[src/rtl/s27_bist_pkg.sv]
// s27 BIST shared types, widths, tap masks and step functions.
// Used by s27_bist_ctrl and s27_bist_misr.
package s27_bist_pkg;

  typedef enum logic [1:0] {
    IDLE,
    INIT,
    RUN,
    DONE
  } bist_state_t;

  localparam int LFSR_W = 8;
  localparam int MISR_W = 16;

  // x^8+x^6+x^5+x^4+1 -> feedback from bits 7,5,4,3
  localparam logic [LFSR_W-1:0] LFSR_TAPS = 8'hB8;
  // feedback from bits 15,14,12,3
  localparam logic [MISR_W-1:0] MISR_TAPS = 16'hD008;

  function automatic logic [LFSR_W-1:0] lfsr_step(
    input logic [LFSR_W-1:0] l
  );
    return {l[LFSR_W-2:0], ^(l & LFSR_TAPS)};
  endfunction

  function automatic logic [MISR_W-1:0] misr_step(
    input logic [MISR_W-1:0] m,
    input logic              d
  );
    return {m[MISR_W-2:0], ^(m & MISR_TAPS)}
         ^ {{(MISR_W-1){1'b0}}, d};
  endfunction

endpackage

[src/rtl/s27_bist_misr.sv]
// 16-bit MISR with synchronous clear, enable and 1-bit serial input.
// Ports: clk, rst (async high), clr, en, din -> sig (current signature).
module s27_bist_misr
  import s27_bist_pkg::*;
(
  input  logic              clk,
  input  logic              rst,
  input  logic              clr,
  input  logic              en,
  input  logic              din,
  output logic [MISR_W-1:0] sig
);

  always_ff @(posedge clk or posedge rst) begin
    if (rst)
      sig <= '0;
    else if (clr)
      sig <= '0;
    else if (en)
      sig <= misr_step(sig, din);
  end

endmodule

[src/rtl/s27_bist_ctrl.sv]
// Self-test sequencer for the s27 core: LFSR stimulus on G0..G3, MISR
// compaction of G17, golden compare. Optional init phase: S27_BIST_INIT_EN.
// Ports: CK, RST (async high), start, dut_out -> dut_in[3:0], busy, done,
//        pass, signature[15:0].
module s27_bist_ctrl
  import s27_bist_pkg::*;
#(
  parameter logic [15:0]       NUM_PATTERNS = 16'd16,
  parameter logic [LFSR_W-1:0] LFSR_SEED    = 8'h01,
  parameter logic [MISR_W-1:0] GOLDEN_SIG   = 16'h0000,
  parameter logic [15:0]       INIT_CYCLES  = 16'd4
) (
  input  logic              CK,
  input  logic              RST,
  input  logic              start,
  input  logic              dut_out,
  output logic [3:0]        dut_in,
  output logic              busy,
  output logic              done,
  output logic              pass,
  output logic [MISR_W-1:0] signature
);

  bist_state_t       state, nstate;
  logic [LFSR_W-1:0] lfsr, lfsr_d;
  logic [15:0]       cnt, cnt_d;
  logic              pass_d;
  logic [3:0]        din_d;
  logic              misr_clr, misr_en;

  always_comb begin
    nstate   = state;
    lfsr_d   = lfsr;
    cnt_d    = cnt;
    pass_d   = pass;
    misr_clr = 1'b0;
    misr_en  = 1'b0;
    unique case (state)
      IDLE, DONE: begin
        if (start) begin
          pass_d   = 1'b0;
          misr_clr = 1'b1;
          cnt_d    = '0;
`ifdef S27_BIST_INIT_EN
          nstate   = INIT;
`else
          nstate   = RUN;
          lfsr_d   = LFSR_SEED;
`endif
        end
      end
      INIT: begin
        if (cnt == INIT_CYCLES - 16'd1) begin
          nstate = RUN;
          cnt_d  = '0;
          lfsr_d = LFSR_SEED;
        end else begin
          cnt_d  = cnt + 16'd1;
        end
      end
      RUN: begin
        misr_en = 1'b1;
        lfsr_d  = lfsr_step(lfsr);
        if (cnt == NUM_PATTERNS - 16'd1) begin
          nstate = DONE;
          // compare the value the MISR takes on this same edge
          pass_d = misr_step(signature, dut_out) == GOLDEN_SIG;
        end else begin
          cnt_d  = cnt + 16'd1;
        end
      end
      default: nstate = IDLE;
    endcase
  end

  // registered stimulus follows the state/LFSR value being loaded
  always_comb begin
    din_d = 4'h0;
    unique case (1'b1)
      nstate == RUN:  din_d = lfsr_d[3:0];
      nstate == INIT: din_d = 4'h1;
      default:        din_d = 4'h0;
    endcase
  end

  always_ff @(posedge CK or posedge RST) begin
    if (RST) begin
      state  <= IDLE;
      lfsr   <= LFSR_SEED;
      cnt    <= '0;
      dut_in <= 4'h0;
      busy   <= 1'b0;
      done   <= 1'b0;
      pass   <= 1'b0;
    end else begin
      state  <= nstate;
      lfsr   <= lfsr_d;
      cnt    <= cnt_d;
      dut_in <= din_d;
      busy   <= (nstate == RUN) || (nstate == INIT);
      done   <= nstate == DONE;
      pass   <= pass_d;
    end
  end

  s27_bist_misr u_misr (
    .clk (CK),
    .rst (RST),
    .clr (misr_clr),
    .en  (misr_en),
    .din (dut_out),
    .sig (signature)
  );

endmodule

[config.mk]
export PLATFORM = sky130hd
export DESIGN_NAME = s27_bist_ctrl
export DESIGN_NICKNAME = d
export VERILOG_FILES = /design/src/rtl/s27_bist_pkg.sv /design/src/rtl/s27_bist_misr.sv /design/src/rtl/s27_bist_ctrl.sv
export SDC_FILE = /design/constraint.sdc
export NUM_CORES = 1
export LEC_CHECK = 0
export BUFFER_PORTS_ARGS = -buffer_cell sky130_fd_sc_hd__buf_2
export CAP_MARGIN = 20
export CELL_PAD_IN_SITES_DETAIL_PLACEMENT = 1
export CELL_PAD_IN_SITES_GLOBAL_PLACEMENT = 1
export CORE_UTILIZATION = 41
export DETAILED_ROUTE_END_ITERATION = 12
export GPL_TIMING_DRIVEN = 1
export PLACE_DENSITY = 0.83
export SYNTH_ARGS = -nofsm -noshare
export SYNTH_HDL_FRONTEND = slang
export SYNTH_SLANG_ARGS = --single-unit
[constraint.sdc]
create_clock -name CK -period 2.42 [get_ports CK]
set_input_delay 0.242 -clock CK [delete_from_list [all_inputs] [get_ports CK]]
set_output_delay 0.242 -clock CK [all_outputs]
set_load 0.005 [all_outputs]
# == Word-level counts from Yosys, hierarchy flattened ==
# Index checks and enable logic that the tools add are counted.
# word_totals
register_bits,49
rom_bits,0
latch_bits,0
input_bits,4
out_inout_bits,23
ramBits,0
mem_count,0
# classes
n_reduce_logical,11
shift,0
eq_ne,12
multipliers,0
addsub,1
n_lt_le_gt_ge,0
n_bitwise,1
mux,20
div_mod_pow,0
# ops
operator,count
$mux 16,5
$pmux 16 s3,1
$pmux 8 s3,1
$add 16x1->16 const B,1
$eq 16x2->1 const B,1
$eq 16x4->1 const B,1
$logic_not 16->1,1
$mux 8,2
$reduce_xor 16->1,1
$xor 16x1->16,1
$eq 2x2->1 const B,4
$ne 2x2->1 const B,4
$pmux 4 s2,1
$reduce_xor 8->1,1
$mux 2,3
$pmux 2 s3,1
$mux 1,5
$eq 2x1->1 const B,2
$reduce_and 2->1,2
$reduce_bool 2->1,2
$reduce_and 3->1,1
$logic_not 2->1,1
$pmux 1 s2,1
$reduce_or 2->1,1
$logic_or 1x1->1,1

# == Depth between registers and ports, before layout ==
# Gate-level depths: netlist of run 1.
# depth
depth_word,5
ltp_mapped,10
depth_no_buf,10

# == Cells and area by module ==
# A second synthesis of run 1 with hierarchy kept.
# hier_totals
cells_unflattened,241
area_unflattened_um2,2556.2
# by_module_without_submodules
module,area_each_um2,n_inst,cells_each,seq_area_each_um2
s27_bist_ctrl,1848.0,1,183,827.0
s27_bist_misr,708.2,1,58,400.4

# == Worst setup path after synthesis of run 1 ==
# Ideal clock, no wire load.
# synth_path
path_type,flip-flop to flip-flop
startpoint,register cnt[9]
endpoint,register dut_in[0]
path_stages_with_launch,10
required_time_ns,2.342
setup_time_ns,0.078
path_slack_ns,0.022
t_arrival_ns,2.320
synth_period_minus_slack_ns,2.398
cell_sequence,dfrtp_1 or4_4 o41ai_4 a21o_1 buf_4 o21a_1 ha_1 inv_1 nand2_1 o2bb2ai_1
# synth_via
elab_chain_len,5
elab_cells_between_ends,10
cone_classes,eq/ne: 4; mux: 6
# synth_rtl
item,line_no,text
from (decl),s27_bist_ctrl.sv:26,"logic [15:0] cnt, cnt_d;"
from (signal assigned),s27_bist_ctrl.sv:98,cnt <= cnt_d;
$eq 16x4->1 or $eq 16x2->1 (tied branches),"s27_bist_ctrl.sv:64, s27_bist_ctrl.sv:53",
$mux 2 (on tied branches),"s27_bist_ctrl.sv:64, s27_bist_ctrl.sv:53",
$pmux 2 s3,s27_bist_ctrl.sv:38,unique case (state)
$eq 2x1->1 or $eq 2x2->1 (tied branches),"s27_bist_ctrl.sv:81, s27_bist_ctrl.sv:80",
$pmux 4 s2 *,s27_bist_ctrl.sv:79,unique case (1'b1)
net din_d[0],s27_bist_ctrl.sv:28,logic [3:0] din_d;
to (signal assigned),s27_bist_ctrl.sv:99,dut_in <= din_d;
to (decl),s27_bist_ctrl.sv:17,"output logic [3:0] dut_in,"
# The timed path passes the listed nets; every way through them passes the cells marked *. The select of a mux whose other input is x is not followed.
# A chain may end at the register's enable or synchronous reset.

# == Worst setup path after layout of run 1 ==
# layout_path
startpoint,register cnt[10]
endpoint,register dut_in[0]
# Same word-level chain as after synthesis.

==> results_dict.tcl, run 1 <==
set metrics [dict create \
    drive_above_1_share 0.2712 \
    synthToLayoutAreaGrowth_pct 23.38 \
    p_seq_frac 0.557 \
    ys_ff_latch 49 \
    cp_slowest_cell "or4_4" \
    synth_top_area_share 0.4890 \
    fill_cells 654 \
    crit_path_start_kind "flop" \
    final_util 0.5371 \
    worst_slew_pin_slew_ns 0.5833 \
    cp_data_required_time_ns 2.67 \
    maxSlewViolCount 0 \
    status "finished with violations" \
    clkPwrFrac 0.424 \
    fin_ws_ns -0.01422 \
    synth.distinct_cells 38 \
    synth_area_um2 2456 \
    p_switching_w 0.0003064 \
    ioPinCount 27 \
    cts_buffer_depth 2 \
    min_path_type "input port to flop" \
    p_leak_nw 1.311 \
    place_hpwl_mm 4.380 \
    setup_viol 2 \
    synth_async_sr_flop_share 1.000 \
    cpPeakStageDelay_ns 0.59 \
    finalHoldViolCount 0 \
    fp.dieH_um 79.40 \
    place_inst 352 \
    synth_fp_nets 251 \
    power-per-cell-area_nw_per_um2 485.4 \
    ys_seq_area_frac 0.4997 \
    max_freq_mhz 410.8 \
    yosysMostFrequentCell "dfrtp_1" \
    path_cells "or4_4 -> o41ai_4 -> a21o_1 -> o21a_1 -> ha_4 -> inv_2 -> nand2_2 -> o2bb2ai_1" \
    antenna_left 0 \
    grt_pass1_wl_mm 10.77 \
    critPathKind "flop to flop" \
    avgSynthCellArea_um2 10.23 \
    finalCritPeriodShare 1.006 \
    antenna_found_initial 0 \
    antennaDiodeCount 0 \
    end_kind "flop" \
    drv_cap 0 \
    swShare 0.2083 \
    io_buffers 26 \
    ys_top_cells_by_area "dfrtp_1 49%, mux2i_1 6.5%, nor2_1 4.6%" \
    post-route-min-period_ns 2.434 \
    gp_congestion 0.7800 \
    drt-total-wl_mm 6.680 \
    failed_checks "setup timing" \
    overflow 0 \
    power_frac_comb 0.019 \
    nets 305 \
    skew_ns 0.01085 \
    first_pass_iters 4 \
    clkSinkCount 49 \
    drc_errors 0 \
    grt_max_degree 22 \
    ys_warn_count 0 \
    critPathArrivalTime_ns 2.68 \
    yosys.area.top_type "dfrtp_1" \
    wl_per_cell_um 18.20 \
    vias 2097 \
    synth_common_cells "48 x dfrtp_1, 30 x nor2_1, 22 x nand2_1" \
    cp_max_fo 4 \
    root_buffer "clkbuf_8" \
    die_x_um 79.40 \
    tritoncts "done" \
    drt_iter0_drc 85 \
    fin_setup_tns_ns -0.02341 \
    grt_util_all_layers 0.2228 \
    initial_core_util 0.4354 \
    clk-insertion-delay-late_ns 0.32 \
    synth_flop_cell "dfrtp_1" \
    max-vdd-ir-drop_mv 0.2926 \
    cts.clk_slew.worst_paths_ns 0.10 \
    synth_edf_count 0 \
    viasPerCell 5.714 \
    intPower_w 0.001164 \
    cts-htree-levels 2 \
    slew_headroom 0.6111 \
    cts_buffers 5 \
    grt_pass1_vias 2176 \
    layout.cells.non_filler 367 \
    syn_inst 240 \
    row_count 27 \
    dieArea_um2 6304 \
    core_um2 5642 \
]
-- metrics by stage --
stage	hold slack [ns]	setup slack, ns	area (um^2)	total power [W]
floorplan	0.4502	0.02229	2456	0.0008512
detailed placement	0.2762	-0.06530	2800	0.0008640
finish	0.3482	-0.01422	3030	0.001471
global route	0.4314	-0.09076	3030	0.001512
CTS	0.3238	-0.02097	2963	0.001480
global placement	0.2755	0.07361	2800	0.0008626
-- repair_timing --
item | in CTS | in global routing
hold buffers | 1 | 0
buffers inserted | 2 | 4
gates resized for setup | 4 | 9
pin swaps | 2 | 8
endpoints found under the setup margin | 4 | 18
gates cloned | 0 | 0
hold endpoints to repair | 19 | 0
-- cell families (layout without fill, tap and decap cells) --
logic type | Yosys count | in the layout | synth area share
buffers and inverters | 16 | 71 | 0.02751
AO/OA/AOI/OAI | 49 | 49 | 0.1488
AND/OR/NAND/NOR | 95 | 95 | 0.1936
flip-flops | 49 | 49 | 0.4997
XOR/XNOR | 7 | 7 | 0.02496
adder cells (fa/ha/maj) | 7 | 7 | 0.03566
multiplexers | 17 | 17 | 0.06979
-- placed cells by master (no fill, tap or decap), types with 5 or more instances in the layout --
cell type / synthesis / final
o21ai_0: 12 / 12
inv_1: 9 / 7
clkbuf_8: 0 / 6
ha_1: 7 / 5
nor2_1: 30 / 28
buf_2: 0 / 26
nor4_1: 6 / 5
and3_1: 6 / 6
mux2i_1: 16 / 16
nor2b_1: 7 / 6
nand2_1: 22 / 21
buf_4: 2 / 27
nand4_1: 5 / 5
dfrtp_1: 48 / 48
a22o_1: 12 / 12
xnor2_1: 7 / 7
-- routing by layer --
layer	global-route usage	wire (um)
met1	0.2838	2953
met2	0.3776	3403
met3	0.04457	218
met4	0.07273	104
met5	0	0
-- cell type report --
| cell class | instances | area [um^2] | share of cell area |
|---|---|---|---|
| clock buffer | 7 | 86.33 | 0.02849 |
| sequential | 49 | 1227 | 0.4050 |
| tap | 72 | 90.09 | 0.02973 |
| multi-input combinational | 175 | 1220 | 0.4026 |
| inverter | 9 | 33.78 | 0.01115 |
| timing repair buffer | 54 | 342.8 | 0.1131 |
| clock inverter | 1 | 30.03 | 0.009909 |
-- sequential cells by signal (all words and copies together), names as in the netlist --
name        cells
state           2
done            1
busy            1
pass            1
u_misr.sig     16
lfsr            8
cnt            16
dut_in          4
-- critical path: cells and delay by family, from the launching register on --
kind                       cells  cell delay, ns
adders and majority gates      1            0.23
AOI/OAI and AO/OA              4            1.01
DFF                            1            0.39
buffers and inverters          1            0.07
and+or+nand+nor                2            0.67
-- worst paths after layout --
path                               from        end  slack (ns)  depth (start not counted)
worst max-delay path            cnt[10]  dut_in[0]       -0.01                          8
worst min-delay path              start    lfsr[0]        0.35                          5
worst max register to register  cnt[10]  dut_in[0]       -0.01                          8
worst min register to register  lfsr[7]    lfsr[7]        0.51                          2
max in group asynchronous           RST    lfsr[0]        1.28                          4
min in group asynchronous           RST    cnt[15]        0.48                          3
-- power groups by stage --
stage | sequential, W | combinational (W) | clock, W
4_1_cts | 0.000819 | 0.0000296 | 0.000631
3_3_place_gp | 0.000836 | 0.0000270 | 0
6_report | 0.000819 | 0.0000283 | 0.000623
3_5_place_dp | 0.000835 | 0.0000285 | 0
2_1_floorplan | 0.000836 | 0.0000156 | 0
5_1_grt | 0.000820 | 0.0000328 | 0.000659
(Power assumes the default switching activity.)
==> inputs of run 2 (changes only) <==
- CORE_UTILIZATION: 41 -> 45
- PLACE_DENSITY: 0.83 -> 0.86
- RECOVER_POWER: default -> 25
- clock period: 2.42 -> 2.67 ns (I/O delays scaled with it)
==> results_dict.tcl, run 2 (same netlist as run 1, synthesis figures left out) <==
set metrics [dict create \
    grt_pass1_wl_mm 9.418 \
    overflow 0 \
    cts.clk_slew.worst_paths_ns 0.09 \
    r2r-start "cnt[0]" \
    layout.cells.most_common "dfrtp_1" \
    slew_headroom 0.4898 \
    synthToLayoutAreaGrowth_pct 14.01 \
    cp_slowest_cell "or3b_2" \
    drive_above_1_share 0.1722 \
    core_um2 5172 \
    cp_max_fo 6 \
    clkSinkCount 49 \
    cts_buffer_depth 2 \
    dieArea_um2 5758 \
    drv_cap 0 \
    dpl-instance-area_um2 2678 \
    fill_cells 604 \
    first_pass_iters 4 \
    setup_viol 0 \
    met3_usage 0.04101 \
    max-vdd-ir-drop_mv 0.3190 \
    cp_data_required_time_ns 2.91 \
    critPathKind "flop to flop" \
    final_cell_mix "48 x dfrtp_1, 30 x nor2_1, 22 x nand2_1, 22 x buf_2, 16 x mux2i_1" \
    rr_endpoint "dut_in[2]" \
    grt_util_all_layers 0.2230 \
    antenna_found_initial 0 \
    place_hpwl_mm 4.103 \
    path_delay_family "simple AND/OR/NAND/NOR gates" \
    vias 1912 \
    p_leak_nw 1.180 \
    finalHoldViolCount 0 \
    finalCritPeriodShare 0.9447 \
    antennaDiodeCount 0 \
    gp_congestion 0.8024 \
    grt_max_degree 38 \
    whs_path_depth 5 \
    maxSlewViolCount 0 \
    wl_per_cell_um 17.15 \
    io_buffers 26 \
    drc_errors 0 \
    r2r_cells 9 \
    max_freq_mhz 396.5 \
    status "finished, final reports clean" \
    path_cells "ha_2 -> or3b_2 -> o41ai_4 -> a21o_1 -> o21a_1 -> ha_1 -> inv_1 -> nand2_1 -> nor2b_1" \
    met2_usage 0.3766 \
    cts-htree-levels 2 \
    power-per-cell-area_nw_per_um2 441.0 \
    die_x_um 75.88 \
    layout.cells.non_filler 343 \
    hp-start "start" \
    grt_pass1_vias 1911 \
    busiest_layer "met2" \
    fp.dieH_um 75.88 \
    skew_ns 0.009160 \
    cpPeakStageDelay_ns 0.51 \
    cts_buffers 5 \
    drt-total-wl_mm 5.884 \
    post-route-min-period_ns 2.522 \
    place_inst 334 \
    crit_path_start_kind "flop" \
    row_count 26 \
    min_path_type "input port to flop" \
    worst_slew_pin_slew_ns 0.7625 \
    cp_num_buf_inv 1 \
    met1_usage 0.2889 \
    r2r_slack_ns 0.15 \
    root_buffer "clkbuf_8" \
    end_kind "flop" \
    tritoncts "done" \
    initial_core_util 0.4748 \
    antenna_left 0 \
    final_cell_area_um2 2800 \
    largest_registers "cnt (16), u_misr.sig (16), lfsr (8)" \
    critPathArrivalTime_ns 2.76 \
    nets 283 \
    hold_end "lfsr[0]" \
    drt_iter0_drc 73 \
    clk-insertion-delay-late_ns 0.31 \
    viasPerCell 5.574 \
    ioPinCount 27 \
]
## run 2: cell count changes in the layout (fill, tap and decap cells not counted), sizes merged
cell and delta:
buf -26, clkinv +2, clkbuf +3, bufinv -1
## run 2: through the flow
step / setup TNS, ns / worst slack, ns / utilization / power, W / hold slack (ns)
floorplan: 0 / 0.2723 / - / 0.0007715 / 0.4502
global route: -0.005401 / -0.004722 / 0.5414 / 0.001264 / 0.3995
detailed placement: 0 / 0.08672 / 0.5177 / 0.0007816 / 0.2192
CTS: 0 / 0.07436 / 0.5382 / 0.001248 / 0.3490
global placement: 0 / 0.2518 / 0.5177 / 0.0007806 / 0.2151
finish: 0 / 0.1477 / 0.5414 / 0.001235 / 0.3535
## run 2: where the power goes
part           switching [W]  internal [W]  leakage, nW  total (W)
combinational      0.0000173    0.00000624        0.563  0.0000236
sequential       0.000000465      0.000742        0.565   0.000743
clock               0.000258      0.000210       0.0512   0.000469
total               0.000276      0.000959         1.18    0.00123
## run 2: timing repair
| item | CTS | global route |
|---|---|---|
| endpoints found under the hold margin | 12 | 0 |
| gates resized for setup | 0 | 4 |
| setup buffers | 0 | 0 |
| endpoints found under the setup margin | 0 | 4 |
| hold buffers | 1 | 0 |
## run 2: worst reg2reg max path, delay by kind of cell (launching register included)
kind,cells,cell delay [ns]
AND/OR/NAND/NOR,3,0.77
adder cells (fa/ha/maj),2,0.49
buffers and inverters,1,0.09
AO/OA/AOI/OAI,3,0.69
flip-flops,1,0.42
## run 2: final cells by class
class	instances	area [um^2]	share of cell area
Sequential cell	49	1227	0.4383
Multi-Input combinational cell	175	1182	0.4222
Timing Repair Buffer	32	172.7	0.06166
Tap cell	70	87.58	0.03128
Clock buffer	6	82.58	0.02949
Inverter	9	33.78	0.01206
Clock inverter	2	13.76	0.004915
## run 2: worst max path at each step
| stage | end | slack (ns) | from | cells after the start |
|---|---|---|---|---|
| floorplan | dut_in[0] | 0.27 | cnt[9] | 9 |
| global placement | dut_in[0] | 0.25 | cnt[0] | 10 |
| detailed placement | dut_in[2] | 0.09 | cnt[0] | 10 |
| CTS | dut_in[2] | 0.07 | cnt[0] | 10 |
| global route | dut_in[0] | -0.005 | cnt[0] | 9 |
| finish | dut_in[2] | 0.15 | cnt[0] | 9 |
## run 2: metal layers
layer	part of all wire	routed length, um	vias to the layer above
li1	-	-	914
met1	0.45	2656	949
met2	0.50	2929	42
met3	0.036	214	7
met4	0.014	84	0
met5	0	0	-
==> inputs of run 3 (changes only) <==
- CORE_UTILIZATION: 45 -> 47
- CTS_BUF_LIST: default -> sky130_fd_sc_hd__clkbuf_4
- CTS_CLUSTER_SIZE: default -> 12
- PLACE_DENSITY: 0.86 -> 0.89
==> results_dict.tcl, run 3 (same netlist as run 1, synthesis figures left out) <==
set metrics [dict create \
    status "finished, final reports clean" \
    dieArea_um2 5519 \
    critPathArrivalTime_ns 2.84 \
    setup_viol 0 \
    r2r_cells 9 \
    end_kind "flop" \
    io_buffers 26 \
    drv_cap 0 \
    cts-htree-levels 2 \
    antennaDiodeCount 0 \
    tritoncts "done" \
    cts_buffer_depth 2 \
    final_cell_mix "48 x dfrtp_1, 30 x nor2_1, 26 x buf_2" \
    holdWs_ns 0.3010 \
    worst_slew_pin_slew_ns 0.7731 \
    cp_max_fo 6 \
    place_hpwl_mm 4.019 \
    synthToLayoutAreaGrowth_pct 14.31 \
    nets 284 \
    cp_data_required_time_ns 2.98 \
    cp_slowest_cell "or3b_2" \
    die_x_um 74.29 \
    min_path_type "input port to flop" \
    max-vdd-ir-drop_mv 0.3182 \
    fin_ws_ns 0.1328 \
    finalCritPeriodShare 0.9503 \
    grt_max_degree 50 \
    grt_util_all_layers 0.2420 \
    finalHoldViolCount 0 \
    grt_pass1_wl_mm 9.984 \
    cts_buffers 5 \
    dpl-instance-area_um2 2666 \
    p_leak_nw 1.206 \
    drt-total-wl_mm 5.788 \
    fin_setup_tns_ns 0 \
    maxSlewViolCount 0 \
    place_inst 330 \
    cts.clk_slew.worst_paths_ns 0.14 \
    antenna_left 0 \
    ff_latch_area_um2 1227 \
    overflow 0 \
    drc_errors 0 \
    slew_headroom 0.4827 \
    cpPeakStageDelay_ns 0.52 \
    ioPinCount 27 \
    viasPerCell 5.683 \
    first_pass_iters 4 \
    skew_ns 0.01234 \
    layout.cells.non_filler 341 \
    pre_cts_ws_ns 0.1133 \
    post-route-min-period_ns 2.537 \
    drt_iter0_drc 117 \
    vias 1938 \
    row_count 25 \
    gp_congestion 0.8395 \
    power-per-cell-area_nw_per_um2 429.9 \
    critPathKind "flop to flop" \
    drive_above_1_share 0.1861 \
    core_um2 4880 \
    wl_per_cell_um 16.97 \
    fp.dieH_um 74.29 \
    root_buffer "clkbuf_4" \
    antenna_found_initial 0 \
    largest_registers "cnt (16), u_misr.sig (16), lfsr (8)" \
    max_freq_mhz 394.1 \
    clk-insertion-delay-late_ns 0.38 \
    clkSinkCount 49 \
    crit_path_start_kind "flop" \
    initial_core_util 0.5033 \
    grt_pass1_vias 2080 \
    fill_cells 573 \
    path_cells "ha_4 -> or3b_2 -> o41ai_4 -> a21o_1 -> o21a_1 -> ha_1 -> inv_1 -> nand2_1 -> o2bb2ai_1" \
    layout.cells.most_common "dfrtp_1" \
    whs_path_depth 5 \
    multiInputGateArea_um2 1201 \
    final_cell_area_um2 2808 \
]
==> run 3: cell type report <==
| cell class | count | share of cell area |
|---|---|---|
| flip-flops and latches | 49 | 0.4372 |
| clock inverters | 3 | 0.01471 |
| multi-input cells | 175 | 0.4278 |
| repair buffers | 33 | 0.06506 |
| clock buffers | 5 | 0.01337 |
| well taps | 67 | 0.02986 |
| inverters | 9 | 0.01203 |
==> run 3: repair_timing <==
item	in CTS	in global routing
endpoints found under the hold margin	0	19
setup buffers	0	1
gates resized for setup	0	6
hold buffers	0	1
endpoints found under the setup margin	0	4
==> run 3: metal layers <==
metal | part of all wire | wire length, um | vias to the layer above | GRT usage
li1 | - | - | 919 | -
met2 | 0.49 | 2841 | 44 | 0.4071
met1 | 0.46 | 2662 | 964 | 0.3048
met5 | 0 | 0 | - | 0
met3 | 0.029 | 169 | 11 | 0.04472
met4 | 0.020 | 115 | 0 | 0.1090
==> run 3: stage by stage <==
stage / total power, W / util
floorplan: 0.0007715 / -
global placement: 0.0007795 / 0.5464
detailed placement: 0.0007802 / 0.5464
CTS: 0.001222 / 0.5626
global route: 0.001245 / 0.5754
finish: 0.001207 / 0.5754
==> run 3: power by group <==
| group | total [W] | leakage, nW | switching [W] | internal [W] |
|---|---|---|---|---|
| Sequential | 0.000744 | 0.565 | 0.000000490 | 0.000743 |
| Clock | 0.000440 | 0.0389 | 0.000246 | 0.000194 |
| Combinational | 0.0000231 | 0.601 | 0.0000173 | 0.00000579 |
==> run 3: worst max-delay path, delay by kind of cell (launching register included) <==
family / cells / cell delay [ns]
AO/OA/AOI/OAI: 4 / 0.82
adder cells (fa/ha/maj): 2 / 0.45
buffers and inverters: 1 / 0.09
flip-flops: 1 / 0.48
AND/OR/NAND/NOR: 2 / 0.62
==> run 3: worst paths after layout <==
kind / endpoint / slack (ns) / start
max: dut_in[0] / 0.13 / cnt[0]
min: lfsr[0] / 0.30 / start
max reg2reg: dut_in[0] / 0.13 / cnt[0]
min reg2reg: lfsr[6] / 0.52 / lfsr[6]
max in group asynchronous: dut_in[2] / 0.93 / RST
min in group asynchronous: u_misr.sig[11] / 0.54 / RST
